**config.mk**
```make
export PLATFORM = sky130hd
export DESIGN_NAME = ccff_programmer
export DESIGN_NICKNAME = d
export VERILOG_FILES = /design/src/rtl/ccff_programmer.sv
export SDC_FILE = /design/constraint.sdc
export NUM_CORES = 1
export LEC_CHECK = 0
export CAP_MARGIN = 20
export CELL_PAD_IN_SITES_DETAIL_PLACEMENT = 0
export CELL_PAD_IN_SITES_GLOBAL_PLACEMENT = 1
export CORE_MARGIN = 8
export CORE_UTILIZATION = 38
export CTS_CLUSTER_DIAMETER = 50
export DETAILED_ROUTE_END_ITERATION = 7
export MAX_ROUTING_LAYER = met4
export PLACE_DENSITY_LB_ADDON = 0.1
export SLEW_MARGIN = 30
export SYNTH_ARGS = -nofsm -noshare
export SYNTH_HDL_FRONTEND = slang
export SYNTH_SLANG_ARGS = --single-unit
export TNS_END_PERCENT = 20
```
**constraint.sdc**
```tcl
create_clock -name prog_clk -period 2.3 [get_ports prog_clk]
set_input_delay 0.46 -clock prog_clk [delete_from_list [all_inputs] [get_ports prog_clk]]
set_output_delay 0.46 -clock prog_clk [all_outputs]
set_load 0.03 [all_outputs]
```
**src/rtl/ccff_programmer.sv**
```systemverilog
// rtl/ccff_programmer.sv - configuration chain loader and non-destructive readback engine
module ccff_programmer #(
  parameter int CHAIN_LEN = 256,
  parameter int WORD_W    = 8,
  parameter int CNT_W     = $clog2(CHAIN_LEN + 1)
) (
  input  logic              prog_clk,
  input  logic              pReset,
  input  logic              cmd_valid,
  output logic              cmd_ready,
  input  logic              cmd_op,
  input  logic [WORD_W-1:0] wr_data,
  input  logic              wr_valid,
  output logic              wr_ready,
  output logic [WORD_W-1:0] rd_data,
  output logic              rd_valid,
  input  logic              rd_ready,
  output logic              ccff_head,
  input  logic              ccff_tail,
  output logic              ccff_shift_en,
  output logic              busy,
  output logic              done
);

  localparam int WC_W = $clog2(WORD_W + 1);
  localparam logic [CNT_W-1:0] CNT_LAST = CNT_W'(CHAIN_LEN);
  localparam logic [WC_W-1:0]  WC_LAST  = WC_W'(WORD_W);

  localparam logic [2:0] IDLE     = 3'd0;
  localparam logic [2:0] LD_FETCH = 3'd1;
  localparam logic [2:0] LD_SHIFT = 3'd2;
  localparam logic [2:0] RB_SHIFT = 3'd3;
  localparam logic [2:0] RB_PUSH  = 3'd4;
  localparam logic [2:0] FINISH   = 3'd5;

  logic [2:0]        state;
  logic [CNT_W-1:0]  cnt;
  logic [WC_W-1:0]   wcnt;
  logic [WORD_W-1:0] sreg;
  logic [WORD_W-1:0] rbuf;
  logic [CNT_W-1:0]  cnt_nxt;
  logic [WC_W-1:0]   wcnt_nxt;

  assign cnt_nxt  = cnt + CNT_W'(1);
  assign wcnt_nxt = wcnt + WC_W'(1);

  always_ff @(posedge prog_clk) begin
    if (pReset) begin
      state <= IDLE;
      cnt   <= '0;
      wcnt  <= '0;
      sreg  <= '0;
      rbuf  <= '0;
    end else begin
      case (state)
        IDLE: begin
          if (cmd_valid) begin
            cnt   <= '0;
            wcnt  <= '0;
            rbuf  <= '0;
            state <= cmd_op ? RB_SHIFT : LD_FETCH;
          end
        end
        LD_FETCH: begin
          if (wr_valid) begin
            sreg  <= wr_data;
            wcnt  <= '0;
            state <= LD_SHIFT;
          end
        end
        LD_SHIFT: begin
          // Chain end wins over word end, so a partial last word drops its upper bits.
          sreg <= sreg >> 1;
          cnt  <= cnt_nxt;
          wcnt <= wcnt_nxt;
          if (cnt_nxt == CNT_LAST)
            state <= FINISH;
          else if (wcnt_nxt == WC_LAST)
            state <= LD_FETCH;
        end
        RB_SHIFT: begin
          rbuf <= rbuf | (WORD_W'(ccff_tail) << wcnt);
          cnt  <= cnt_nxt;
          wcnt <= wcnt_nxt;
          if (cnt_nxt == CNT_LAST || wcnt_nxt == WC_LAST)
            state <= RB_PUSH;
        end
        RB_PUSH: begin
          if (rd_ready) begin
            if (cnt == CNT_LAST) begin
              state <= FINISH;
            end else begin
              state <= RB_SHIFT;
              rbuf  <= '0;
              wcnt  <= '0;
            end
          end
        end
        FINISH:  state <= IDLE;
        default: state <= IDLE;
      endcase
    end
  end

  // Tail is fed straight back to head during readback so the chain rotates intact.
  always_comb begin
    ccff_head = 1'b0;
    case (state)
      LD_SHIFT: ccff_head = sreg[0];
      RB_SHIFT: ccff_head = ccff_tail;
      default:  ccff_head = 1'b0;
    endcase
  end

  assign cmd_ready     = (state == IDLE);
  assign busy          = (state != IDLE);
  assign wr_ready      = (state == LD_FETCH);
  assign rd_valid      = (state == RB_PUSH);
  assign rd_data       = rbuf;
  assign ccff_shift_en = (state == LD_SHIFT) || (state == RB_SHIFT);
  assign done          = (state == FINISH);

endmodule

```
==> impl_metrics.toml, run 1 <==
[sta]
final.min_clock_period_ns = 2.22
max_freq_mhz = 450
report.final.slew_viol_count = 0
worstMarginPinSlew_ns = 0.544
relSlewSlack_pct = 63.4
setup_tns_ns = 0
fin_skew_ns = 0.00111
finalCritPeriodShare_pct = 96.7
hold_viol = 0
finalSetupViolations = 0
grt_setup_unrepaired = "false"

[clock_network]
clk_pin_slew_worst_paths_ns = 0.07
cts_made_buffers = 5
cts_tree = "yes"
cts_hold_buf = 0
clock_latency_ns = 0.28
clock_path_buffers = 2
clock-sinks = 32
htreeDepth = 2
root_buffer = "clkbuf_8"

[job]
cap_violations = 0

[setup_path]
startpoint = "state[1]"
crit_type = "flip-flop to output pin"
worst-path-buf-inv = 1
rr_worst_depth = 6
setup.worst_path.end_class = "output pin"
cpMaxStageDelayCell = "clkdlybuf4s50_1"
arrival_ns = 1.76
cp-endpoint = "rd_valid"
crit_chain = "nor3b_1 > clkdlybuf4s50_1"
cp.depth = 2
startpoint_type = "flip-flop"
crit_fanout = 10
crit_family = "buffers and inverters"
timing.rr.end = "rd_data[0]"
r2r_slack_ns = 0.34
r2r-start = "cnt[3]"
cp.required_ns = 1.84
worst_path_largest_cell_delay_ns = 0.75

[synthesis]
ys.flop_type = "dfxtp_1"
ys_ff_latch = 32
syn_area_per_cell_um2 = 8.11
synth_cells = 210
ys_types = 44
synth_enable_flop_cells = 0
seq_area_frac_synth_pct = 37.6
yosys_warnings = 0
syn_area_um2 = 1700
syn_nets = 228
synthArstFlopShare_pct = 0

[pwr]
powerDensity_nw_per_um2 = 888
p_leak_uw = 0.000858
irDropWorstVdd_uv = 413

[layout]
syn_to_final_growth_pct = 29.3
post-route-util_pct = 51.0
drive_above_1_share_pct = 11.8
fin_cells = 298
num-nets-final = 263
n_antenna_cell = 0
design_area_um2 = 2200

[grt]
track_usage_pct = 13.0
grt-busiest-layer = "met2"
grt_pass1_vias = 1559
grt-ovfl-total = 0
grt_max_degree = 15
grtUsageMet2_pct = 18.5
globalRouteMet3Util_pct = 4.00
grt_antenna_before_repair = 0
grt_use_met1_pct = 16.6
grt_pass1_wl_um = 7450

[status]
status = "completed"

[drt]
drc = 0
drt_iter0_markers = 135
vias = 1653
wirelength_um = 4260
ant_nets = 0
drtPass1Iterations = 4
wl_per_cell_um = 14.3
viasPerCell = 5.55

[die]
die_area_um2 = 6880
core_area_um2 = 4320
ios = 30
die_y_um = 83.0
die_w_um = 83.0
fp-row-count = 24
initial_utilization_pct = 39.4

[place]
port_buffers = 29
placedInstanceArea_um2 = 2070
post-dp-hpwl_um = 3160
place.gp.congestion = 0.805
place_inst = 290

[min_path]
hold_start = "rd_data[4]"
hold_class = "flip-flop to flip-flop"
[through the flow]
stage          total power [uW]  hold WS (ns)  worst slack (ns)
2_1_floorplan              1170         0.466             0.166
3_3_place_gp               1370         0.451            0.0715
3_5_place_dp               1390         0.465            0.0542
4_1_cts                    1980         0.481            0.0131
5_1_grt                    2090         0.506            0.0277
6_report                   1960         0.474            0.0770
[layout make-up]
type	instances	area (um2)
Inverter	9	33.8
Fill cell	421	2120
Timing Repair Buffer	40	372
Multi-Input combinational cell	157	965
Clock inverter	1	30.0
Sequential cell	32	642
Tap cell	52	65.1
Clock buffer	7	96.3
[placed cells by master, fill, tap and decap left out, types with 2 or more instances in the layout]
master           count
buf_4               13
nand2b_1             4
nor3_1              10
inv_1                9
a31oi_1              8
a21oi_1             16
a22oi_1              3
mux2i_1              9
a311oi_1             2
o21ai_0              9
and2_1               2
ha_1                 3
nor2b_1              2
clkdlybuf4s50_1     24
nand3b_1             2
dlymetal6s2s_1       2
nand2_1             10
a21o_1               4
and3_1               3
a2bb2oi_1            2
dfxtp_1             31
nor2_1              34
a211oi_1             9
nand3_1              5
clkbuf_8             7
nor4_1               2
[per-layer routing]
layer	vias to the layer above	share of wire, %
li1	829	-
met1	778	49
met2	40	45
met3	6	5.0
met4	0	1.4
met5	-	0
[state kept, by name, indices dropped and copies added, names as in the netlist]
name,cells
state,3
sreg,8
wcnt,4
rd_data,8
cnt,9
[tightest hold or removal path: cells and delay by family, from the launching register on]
family / cells / cell delay [ns]
AOI/OAI and AO/OA: 1 / 0.04
DFF: 1 / 0.33
and+or+nand+nor: 1 / 0.07
[kinds of logic (layout without fill, tap and decap cells)]
kind of cell               after synthesis  in the layout  share of synthesized area (%)
AOI/OAI and AO/OA                       61             61                           24.7
adders and majority gates                3              3                           2.20
buffers and inverters                   21             57                           5.80
DFF                                     32             32                           37.6
muxes                                    9              9                           5.29
and+or+nand+nor                         84             84                           24.4
[where the power goes]
part           switching (uW)  internal, uW  total, uW
registers                65.5           624        689
logic                     384           294        678
clock network             208           382        590
total                     658          1300       1960
[repair_timing]
item / 4_1_cts / 5_1_grt
setup buffers: 0 / 0
setup endpoints to repair: 1 / 4
resized for setup: 1 / 3
[cells in the mapped netlist (3+ instances only)]
master,n,area share [%]
nand2b_1,4,1.5
a21o_1,4,1.8
ha_1,3,2.2
nor2_1,34,7.5
nand2_1,10,2.2
inv_1,9,2.0
mux2i_1,9,5.3
a31oi_1,8,2.9
clkbuf_1,5,1.1
nor3_1,10,2.9
buf_2,4,1.2
a21oi_1,16,4.7
dfxtp_1,32,38
o21ai_0,9,2.6
nand3_1,5,1.5
a211oi_1,9,4.0
and3_1,3,1.1
a22oi_1,3,1.3
[how the worst min path moves through the flow]
stage                  to  cells after the start
2_1_floorplan      cnt[8]                      1
3_3_place_gp   rd_data[0]                      2
3_5_place_dp   rd_data[4]                      2
4_1_cts        rd_data[4]                      2
5_1_grt        rd_data[6]                      2
6_report       rd_data[4]                      2
Power figures use the tool's default switching activity.
==> run 2: changes to the inputs <==
RECOVER_POWER = 100   (was default)
==> run 2 against run 1 <==
Setup slack gained 0.0031 ns; sequential power is essentially flat; critical endpoint unchanged; clock skew grew 0.0014 ns; flip-flop and latch count is the same; worst hold slack lost 0.0053 ns; final area shrank 2.4%; die area is the same; critical path type unchanged; largest power group unchanged.
==> impl_metrics.toml, run 2 (synthesis gave the netlist of run 1 again) <==
[status]
status = "completed"

[layout]
syn_to_final_growth_pct = 26.2
layout_common_cells = "nor2_1, dfxtp_1, a21oi_1"
layout_commonest_cell = "nor2_1"
largest_register_ffs = 9
drive_above_1_share_pct = 9.76
fillers = 427
design_area_um2 = 2150
regMostFlops = "cnt"
n_antenna_cell = 0
num-nets-final = 263

[drt]
drtPass1Iterations = 4
wl_met1_um = 2140
met2WireLength_um = 1890
wl_per_cell_um = 14.4
ant_nets = 0
wl_met3_um = 170
vias = 1652
drt_iter0_markers = 174
viasPerCell = 5.54
top_layer = "met4"
drc = 0
wirelength_um = 4280

[sta]
max_freq_mhz = 450
setup_tns_ns = 0
grt_setup_unrepaired = "false"
report.final.slew_viol_count = 0
finalSetupViolations = 0
hold_slack_ns = 0.468
fin_skew_ns = 0.00252
finalCritPeriodShare_pct = 96.5
worstMarginPinSlew_ns = 0.543
final.min_clock_period_ns = 2.22
hold_viol = 0
relSlewSlack_pct = 63.4

[clock_network]
clock_latency_ns = 0.29
cts_made_buffers = 5
htreeDepth = 2
clock-sinks = 32
cts_setup_buffers = 0
clk_pin_slew_worst_paths_ns = 0.07
root_buffer = "clkbuf_8"
cts_tree = "yes"
clock_path_buffers = 2

[place]
port_buffers = 29
placedInstanceArea_um2 = 2070
place.gp.congestion = 0.805
post-dp-hpwl_um = 3160

[setup_path]
cp.required_ns = 1.84
r2r-start = "cnt[0]"
r2r_slack_ns = 0.30
crit_type = "flip-flop to output pin"
timing.rr.end = "rd_data[1]"
crit_fanout = 10
startpoint_type = "flip-flop"
arrival_ns = 1.76
rr_worst_depth = 8
setup.worst_path.end_class = "output pin"

[grt]
grt_pass1_wl_um = 7450
grt_pass1_vias = 1559
grt_antenna_before_repair = 0
track_usage_pct = 13.0
grt-ovfl-total = 0
grt_max_degree = 15

[pwr]
p_leak_uw = 0.000829
powerDensity_nw_per_um2 = 895
irDropWorstVdd_uv = 410
fin_total_pwr_uw = 1920

[job]
cap_violations = 0

[min_path]
min_to = "rd_data[4]"
hold_start = "rd_data[4]"
min_delay_path_depth = 2
hold_class = "flip-flop to flip-flop"

[die]
die_area_um2 = 6880
fp-row-count = 24
initial_utilization_pct = 39.4
die_w_um = 83.0
die_y_um = 83.0
core_area_um2 = 4320
ios = 30
-- run 2: power by group --
part / switching [uW] / total [uW] / internal (uW)
Sequential: 65.4 / 689 / 624
Combinational: 381 / 643 / 262
Clock: 210 / 592 / 382
Total: 657 / 1920 / 1270
-- run 2: what timing repair did --
action,CTS,global route
hold buffers,0,0
cloned,0,0
setup endpoints to repair,1,4
resized for setup,1,3
-- run 2: worst max path at each step --
stage / from / to / slack [ns]
after floorplan: state[1] / rd_data[0] / 0.17
after global placement: cmd_valid / rd_data[5] / 0.07
after detailed placement: cmd_valid / rd_data[1] / 0.05
after CTS: state[2] / wr_ready / 0.01
after global routing: state[1] / rd_valid / 0.03
final: state[1] / rd_valid / 0.08
-- run 2: stage by stage --
stage | setup slack [ns] | std cells | utilization (%)
4_1_cts | 0.0131 | 298 | 50.8
6_report | 0.0802 | 298 | 49.7
3_3_place_gp | 0.0715 | 290 | 47.9
3_5_place_dp | 0.0542 | 290 | 47.9
5_1_grt | 0.0277 | 298 | 49.7
2_1_floorplan | 0.166 | 210 | -
-- run 2: layer usage --
layer / track usage, % / vias up
met5: - / -
met2: 18.5 / 38
met4: 5.27 / 0
li1: - / 830
met3: 4.00 / 7
met1: 16.6 / 777
-- run 2: worst max-delay path, stage by stage, from the launching register on --
cell and delay (ns):
dfxtp_2 0.37, nor3b_1 0.35, clkdlybuf4s50_1 0.75
-- run 2: layout make-up --
class | count | area [um2] | share of cell area [%]
Tap cell | 52 | 65.1 | 3.03
Timing Repair Buffer | 40 | 337 | 15.6
Clock buffer | 7 | 96.3 | 4.48
Sequential cell | 32 | 642 | 29.8
Inverter | 9 | 33.8 | 1.57
Clock inverter | 1 | 30.0 | 1.40
Multi-Input combinational cell | 157 | 947 | 44.0
==> run 3: changes to the inputs <==
CORE_UTILIZATION = 41   (was 38)
clock period = 2.7 ns   (was 2.3 ns; I/O delays follow)
==> run 3 against run 2 <==
Sequential power down 15%; critical path depth unchanged; global-route usage up 1.3 points; die area down 5.9%; combinational power down 14%; sequential share of layout area up 0.72 points.
==> impl_metrics.toml, run 3 (synthesis gave the netlist of run 1 again) <==
[status]
status = "completed"

[drt]
drt_iter0_markers = 110
vias = 1647
wl_met3_um = 240
met2WireLength_um = 2090
wirelength_um = 4400
wl_per_cell_um = 15.2
drc = 0
ant_nets = 0
wl_met1_um = 2010
top_layer = "met4"
viasPerCell = 5.70
drtPass1Iterations = 4

[sta]
final.min_clock_period_ns = 2.57
finalCritPeriodShare_pct = 95.0
fin_skew_ns = 0.00562
setup_tns_ns = 0
hold_viol = 0
finalSetupViolations = 0
grt_setup_unrepaired = "false"
relSlewSlack_pct = 47.3
worstMarginPinSlew_ns = 0.789
max_freq_mhz = 390
report.final.slew_viol_count = 0

[die]
core_area_um2 = 4000
fp-row-count = 23
die_y_um = 80.5
initial_utilization_pct = 42.6
die_area_um2 = 6480
die_w_um = 80.5
ios = 30

[pwr]
p_leak_uw = 0.000804
irDropWorstVdd_uv = 342
powerDensity_nw_per_um2 = 729

[grt]
grt_antenna_before_repair = 0
grt_max_degree = 16
grt-ovfl-total = 0
grt_pass1_wl_um = 7130
grt_pass1_vias = 1558
track_usage_pct = 14.3

[layout]
post-route-util_pct = 52.4
drive_above_1_share_pct = 6.69
syn_to_final_growth_pct = 23.0
n_antenna_cell = 0
largest_register_ffs = 9
regMostFlops = "cnt"
fillers = 387
num-nets-final = 256
layout_common_cells = "nor2_1, dfxtp_1, a21oi_1, dlygate4sd3_1, clkdlybuf4s50_1"
layout_commonest_cell = "nor2_1"

[setup_path]
startpoint_type = "flip-flop"
crit_fanout = 14
r2r-start = "cnt[0]"
crit_type = "flip-flop to output pin"
arrival_ns = 2.03
startpoint = "state[2]"
setup.worst_path.end_class = "output pin"
cp.required_ns = 2.16

[place]
port_buffers = 29
place.gp.congestion = 0.835
post-dp-hpwl_um = 3230

[clock_network]
cts_setup_buffers = 0
clk_pin_slew_worst_paths_ns = 0.07
cts_hold_buf = 0
clock_path_buffers = 2
ctsResizeCount = 0
htreeDepth = 2
cts_tree = "yes"
root_buffer = "clkbuf_8"
clock-sinks = 32
clock_latency_ns = 0.28
cts_made_buffers = 5

[min_path]
hold_start = "rd_data[7]"
hold_class = "flip-flop to flip-flop"

[job]
cap_violations = 0
[run 3: critical path: stages, from the launching register on]
cell and delay (ns):
dfxtp_1 0.55, nor3b_1 0.39, dlygate4sd3_1 0.80
[run 3: final timing paths]
path                end  slack (ns)  cells after the start
max reg2reg  rd_data[6]        0.40                      7
min          rd_data[7]        0.48                      2
max            rd_valid        0.13                      2
min reg2reg  rd_data[7]        0.48                      2
[run 3: power by group]
| part | internal [uW] | switching [uW] | total (uW) | leakage [uW] |
|---|---|---|---|---|
| sequential | 530 | 56.9 | 587 | 0.000260 |
| clock | 208 | 180 | 388 | 0.0000455 |
| combinational | 226 | 326 | 552 | 0.000498 |
[run 3: stage by stage]
| stage | cells | area, um2 | power (uW) | setup slack [ns] | hold WS, ns |
|---|---|---|---|---|---|
| finish | 289 | 2100 | 1530 | 0.135 | 0.477 |
| global route | 289 | 2100 | 1620 | 0.0407 | 0.510 |
| CTS | 289 | 2110 | 1560 | 0.144 | 0.485 |
| detailed placement | 281 | 2020 | 1170 | 0.258 | 0.464 |
| global placement | 281 | 2020 | 1150 | 0.304 | 0.451 |
| floorplan | 210 | 1700 | 998 | 0.566 | 0.466 |
[run 3: layout make-up]
cell class	count	area [um2]	share of cell area, %
clock buffer	8	90.1	4.30
inverter	9	33.8	1.61
timing repair buffer	33	317	15.1
sequential	32	641	30.6
multi-input combinational	157	952	45.4
tap	50	62.6	2.99
[run 3: routing by layer]
layer,GRT usage [%],up-vias
met2,23.3,43
met4,5.27,0
li1,-,824
met5,-,-
met1,16.3,775
met3,4.13,5
